===== config.mk =====
export PLATFORM = sky130hd
export DESIGN_NAME = pipe_hazard_ctrl
export DESIGN_NICKNAME = d
export VERILOG_FILES = /design/src/rtl/pipe_hazard_ctrl.sv
export SDC_FILE = /design/constraint.sdc
export NUM_CORES = 1
export LEC_CHECK = 0
export CORE_MARGIN = 2
export CORE_UTILIZATION = 53
export CTS_BUF_LIST = sky130_fd_sc_hd__clkbuf_8
export DETAILED_ROUTE_END_ITERATION = 12
export PLACE_DENSITY = 0.91
export RECOVER_POWER = 25
export SLEW_MARGIN = 20
export SYNTH_ARGS = -nofsm -noshare
export SYNTH_HDL_FRONTEND = slang
export SYNTH_SLANG_ARGS = --single-unit

===== constraint.sdc =====
create_clock -name clk -period 4.4 [get_ports clk]
set_input_delay 1.32 -clock clk [delete_from_list [all_inputs] [get_ports clk]]
set_output_delay 1.32 -clock clk [all_outputs]
set_load 0.05 [all_outputs]

===== src/rtl/pipe_hazard_ctrl.sv =====
// Hazard detection, operand-forwarding selection and memory-wait freeze control
// for an in-order pipeline with STAGES producer entries behind ID (0 = EXE).
module pipe_hazard_ctrl #(
    parameter int REG_W    = 4,
    parameter int STAGES   = 3,
    parameter int CNT_W    = 16,
    parameter int MAX_WAIT = 15,
    localparam int SEL_W   = $clog2(STAGES)
) (
    input  logic                      clk,
    input  logic                      rst,
    input  logic                      forwarding_en,
    input  logic                      id_valid,
    input  logic [REG_W-1:0]          id_rn,
    input  logic [REG_W-1:0]          id_rm,
    input  logic                      id_two_src,
    input  logic [STAGES-1:0]         stg_wb_en,
    input  logic [STAGES-1:0]         stg_mem_read,
    input  logic [STAGES*REG_W-1:0]   stg_dest,
    input  logic                      branch_taken,
    input  logic                      mem_req,
    input  logic                      mem_ready,
    input  logic                      cnt_clr,
    output logic                      hazard_detected,
    output logic                      flush,
    output logic                      freeze,
    output logic [SEL_W-1:0]          fwd_sel_rn,
    output logic [SEL_W-1:0]          fwd_sel_rm,
    output logic                      mem_timeout,
    output logic [CNT_W-1:0]          stall_cnt,
    output logic [CNT_W-1:0]          fwd_cnt
);

    localparam int WAIT_W = $clog2(MAX_WAIT + 1);

    logic [STAGES-1:0] match_rn;
    logic [STAGES-1:0] match_rm;
    logic [SEL_W-1:0]  fwd_sel_rn_next;
    logic [SEL_W-1:0]  fwd_sel_rm_next;
    logic              fwd_load_nz;

    logic [SEL_W-1:0]  fwd_sel_rn_reg;
    logic [SEL_W-1:0]  fwd_sel_rm_reg;
    logic [WAIT_W-1:0] wait_cnt_reg;
    logic              mem_timeout_reg;
    logic [CNT_W-1:0]  stall_cnt_reg;
    logic [CNT_W-1:0]  fwd_cnt_reg;

    genvar gi;
    generate
        for (gi = 0; gi < STAGES; gi++) begin : g_match
            assign match_rn[gi] = id_valid & stg_wb_en[gi]
                                & (stg_dest[gi*REG_W +: REG_W] == id_rn);
            assign match_rm[gi] = id_valid & id_two_src & stg_wb_en[gi]
                                & (stg_dest[gi*REG_W +: REG_W] == id_rm);
        end
    endgenerate

    assign flush  = branch_taken;
    assign freeze = mem_req & ~mem_ready;

    // With forwarding only a load still in EXE cannot be bypassed in time.
    always_comb begin
        hazard_detected = 1'b0;
        if (!branch_taken) begin
            if (forwarding_en)
                hazard_detected = (match_rn[0] | match_rm[0]) & stg_mem_read[0];
            else
                hazard_detected = |{match_rn, match_rm};
        end
    end

    // Scan oldest-to-youngest so the youngest producer wins; WB is left to the RF.
    always_comb begin
        fwd_sel_rn_next = '0;
        fwd_sel_rm_next = '0;
        if (forwarding_en && !hazard_detected && !branch_taken && id_valid) begin
            for (int k = STAGES - 2; k >= 0; k--) begin
                if (match_rn[k]) fwd_sel_rn_next = SEL_W'(k + 1);
                if (match_rm[k]) fwd_sel_rm_next = SEL_W'(k + 1);
            end
        end
    end

    assign fwd_load_nz = (fwd_sel_rn_next != '0) || (fwd_sel_rm_next != '0);

    always_ff @(posedge clk or negedge rst) begin
        if (!rst) begin
            fwd_sel_rn_reg  <= '0;
            fwd_sel_rm_reg  <= '0;
            wait_cnt_reg    <= '0;
            mem_timeout_reg <= 1'b0;
            stall_cnt_reg   <= '0;
            fwd_cnt_reg     <= '0;
        end else begin
            if (!freeze) begin
                fwd_sel_rn_reg <= fwd_sel_rn_next;
                fwd_sel_rm_reg <= fwd_sel_rm_next;
            end

            if (!freeze)
                wait_cnt_reg <= '0;
            else if (wait_cnt_reg != WAIT_W'(MAX_WAIT))
                wait_cnt_reg <= wait_cnt_reg + WAIT_W'(1);

            if (freeze && (wait_cnt_reg == WAIT_W'(MAX_WAIT - 1)))
                mem_timeout_reg <= 1'b1;

            if (cnt_clr)
                stall_cnt_reg <= '0;
            else if (hazard_detected && !freeze && (stall_cnt_reg != '1))
                stall_cnt_reg <= stall_cnt_reg + CNT_W'(1);

            if (cnt_clr)
                fwd_cnt_reg <= '0;
            else if (fwd_load_nz && !freeze && (fwd_cnt_reg != '1))
                fwd_cnt_reg <= fwd_cnt_reg + CNT_W'(1);
        end
    end

    assign fwd_sel_rn  = fwd_sel_rn_reg;
    assign fwd_sel_rm  = fwd_sel_rm_reg;
    assign mem_timeout = mem_timeout_reg;
    assign stall_cnt   = stall_cnt_reg;
    assign fwd_cnt     = fwd_cnt_reg;

endmodule


==> flow_metrics.env <==
export IMPL_status="finished with violations"
export IMPL_violations="capacitance limit, slew limit"
export IMPL_switching_share_pct=24.17
export IMPL_slew_violations=42
export IMPL_die_area_mm2=0.005537
export IMPL_seqPwrFrac_pct=46.9
export IMPL_layout_common_cells="clkdlybuf4s50_1, dfrtp_1, nor2_1"
export IMPL_tightest_slew_ns=2.207
export IMPL_cts_root_buf="clkbuf_8"
export IMPL_hold_class="flop to flop"
export IMPL_syn_area_per_cell_um2=9.351
export IMPL_grt_max_degree=42
export IMPL_drive_gt1_share_pct=12.40
export IMPL_gr_total_overflow=0
export IMPL_powerDensity_mw_per_mm2=225.4
export IMPL_avgViaCountPerCell=5.788
export IMPL_die_height_um=74.41
export IMPL_fin_crit_ns=4.312
export IMPL_dp_slack_ns=0.02317
export IMPL_final_common_cell="clkdlybuf4s50_1"
export IMPL_crit_path_max_fanout=3
export IMPL_clkPwrFrac_pct=39.2
export IMPL_pwr_share_comb_pct=13.9
export IMPL_routed_wl_met3_um=349
export IMPL_async_flop_share_pct=100.0
export IMPL_min_from="mem_timeout$_DFFE_PN0P_"
export IMPL_r2r_worst_path_cells=8
export IMPL_initial_utilization_pct=55.26
export IMPL_ys_seq_area_share_pct=39.05
export IMPL_io_buffers=72
export IMPL_whs_ns=0.4752
export IMPL_antenna_found_initial=0
export IMPL_htreeDepth=2
export IMPL_grt_pass1_vias=2346
export IMPL_wl_met1_mm=2.607
export IMPL_reg2reg_slack_ns=1.73
export IMPL_clock_sinks=41
export IMPL_syn_nets=320
export IMPL_cp_arrival_ns=2.99
export IMPL_r2r_end="fwd_cnt[11]$_DFFE_PN0P_"
export IMPL_place_hpwl_mm=4.636
export IMPL_grt_usage_pct=25.19
export IMPL_num_vias=2489
export IMPL_crit_slowest_cell="clkdlybuf4s50_1"
export IMPL_final_period_utilization_pct=98.00
export IMPL_insertion_delay_ns=0.30
export IMPL_crit_chain="clkdlybuf4s50_1 -> xor2_1 -> nor4_1 -> buf_4 -> nor4_2 -> nand2b_1 -> nand2_1 -> nor2_2 -> buf_6"
export IMPL_hold_viol=0
export IMPL_fmax_mhz=231.9
export IMPL_fin_skew_ns=0.008509
export IMPL_startpoint_type="input pin"
export IMPL_final_core_util_pct=75.45
export IMPL_p_sw_mw=0.1954
export IMPL_fill_cells=358
export IMPL_wl_per_cell_um=15.29
export IMPL_drt_iter0_markers=122
export IMPL_synthFlopType="dfrtp_1"
export IMPL_placed_area_mm2=0.003428
export IMPL_numCtsBuffers=5
export IMPL_drt_first_pass_iters=4
export IMPL_internal_power_mw=0.6133
export IMPL_grt_pass1_wl_mm=10.83
export IMPL_drv_cap=1
export IMPL_min_delay_path_depth=1
export IMPL_drc_errors=0
export IMPL_finalSetupTns_ns=0
export IMPL_cp_slowest_stage_delay_ns=0.49
export IMPL_nets=401
export IMPL_timing_rr_start="fwd_cnt[0]$_DFFE_PN0P_"
export IMPL_design_area_mm2=0.003587
export IMPL_crit_start="id_rn[3]"
export IMPL_ys_seq_elements=41
export IMPL_die_w_um=74.41
export IMPL_cts_buffer_depth=2
export IMPL_place_congestion=0.8423
export IMPL_synthCells=281
export IMPL_num_rows=25
export IMPL_fp_coreArea_mm2=0.004755
export IMPL_drt_antenna_violating_nets=0
export IMPL_ios=75
export IMPL_leakage_nw=1.430
export IMPL_crit_type="input pin to primary output"
export IMPL_slew_headroom_pct=-47.14
export IMPL_setup_slack_ns=0.08807
export IMPL_setup_violations=0
export IMPL_top_layer="met4"
export IMPL_synth_area_mm2=0.002628
export IMPL_ir_drop_uv=133.7
export IMPL_syn_to_final_growth_pct=36.52
export IMPL_ys_warn_count=0
export IMPL_critPathCaptureType="primary output"
export IMPL_hold_buffers=0
export IMPL_drt_wl_total_mm=6.576
export IMPL_required_ns=3.08
export IMPL_synth_edff_count=0
export IMPL_synth_cell_types=48
export IMPL_n_antenna_cell=0
export IMPL_path_clk_slew_ns=0.08
export IMPL_min_to="mem_timeout$_DFFE_PN0P_"
export IMPL_met2_length_mm=3.482
export IMPL_cts_tree="yes"
worst max-delay path, delay by kind of cell:
kind                   cells  cell delay [ns]
XOR/XNOR                   1             0.20
buffers and inverters      3             0.84
AND/OR/NAND/NOR            5             0.62
worst max-delay path by stage:
stage	to	slack, ns	depth (start not counted)
after floorplan	hazard_detected	0.26	6
after global placement	hazard_detected	0.11	10
after detailed placement	hazard_detected	0.02	10
after CTS	hazard_detected	0.003	10
after global routing	hazard_detected	-0.03	9
final	hazard_detected	0.09	9
synth_stat cells (5+ instances only):
cell / number / share of area [%]
or4_1: 6 / 1.7
xnor2_1: 26 / 8.7
and3_1: 5 / 1.2
or3_1: 10 / 2.4
nand2_1: 13 / 1.9
nor2_1: 32 / 4.6
a21oi_1: 14 / 2.7
xor2_1: 10 / 3.3
o21ai_0: 13 / 2.5
nand4_1: 11 / 2.6
dfrtp_1: 41 / 39
nand3_1: 17 / 3.2
inv_1: 6 / 0.86
clkbuf_1: 5 / 0.71
nor3_1: 9 / 1.7
nor2b_1: 7 / 1.7
timing repair:
action	CTS	global route
setup buffers	2	0
gates resized for setup	3	6
pin swaps	3	1
endpoints found under the setup margin	1	1
routing by layer:
layer | global-route usage [%] | up-vias
met5 | 0 | -
met4 | 9.127 | 0
met3 | 5.014 | 12
met2 | 43.17 | 82
met1 | 31.58 | 1222
li1 | - | 1173
area by class of cell:
cell class                      instances  area, um2  area share (%)
Clock inverter                          2      33.78          0.9418
Tap cell                               67      83.83           2.337
Multi-Input combinational cell        222       1520           42.38
Sequential cell                        41       1026           28.60
Inverter                                7      26.28          0.7325
Timing Repair Buffer                   85      814.5           22.71
Clock buffer                            6      82.58           2.302
power by group through the flow:
stage / clock (mW) / combinational (mW) / sequential, mW
detailed placement: 0 / 0.109 / 0.387
global route: 0.335 / 0.122 / 0.379
floorplan: 0 / 0.0505 / 0.388
global placement: 0 / 0.105 / 0.386
finish: 0.317 / 0.113 / 0.379
CTS: 0.319 / 0.111 / 0.379
stage by stage:
stage                     power, mW  std cells
after floorplan              0.4380        281
after global placement       0.4913        420
after detailed placement     0.4957        420
after CTS                    0.8087        430
after global routing         0.8358        430
final                        0.8087        430
cells by family (layout without fill, tap and decap cells):
kind of cell / after synthesis / after routing / synth area share (%)
xor gates and xnor gates: 36 / 36 / 12.00
adders and majority gates: 4 / 4 / 1.905
muxes: 5 / 5 / 2.095
AOI/OAI and AO/OA: 44 / 44 / 10.62
buffers and inverters: 18 / 100 / 3.904
DFF: 41 / 41 / 39.05
and+or+nand+nor: 133 / 133 / 30.43
(Power assumes the default switching activity.)
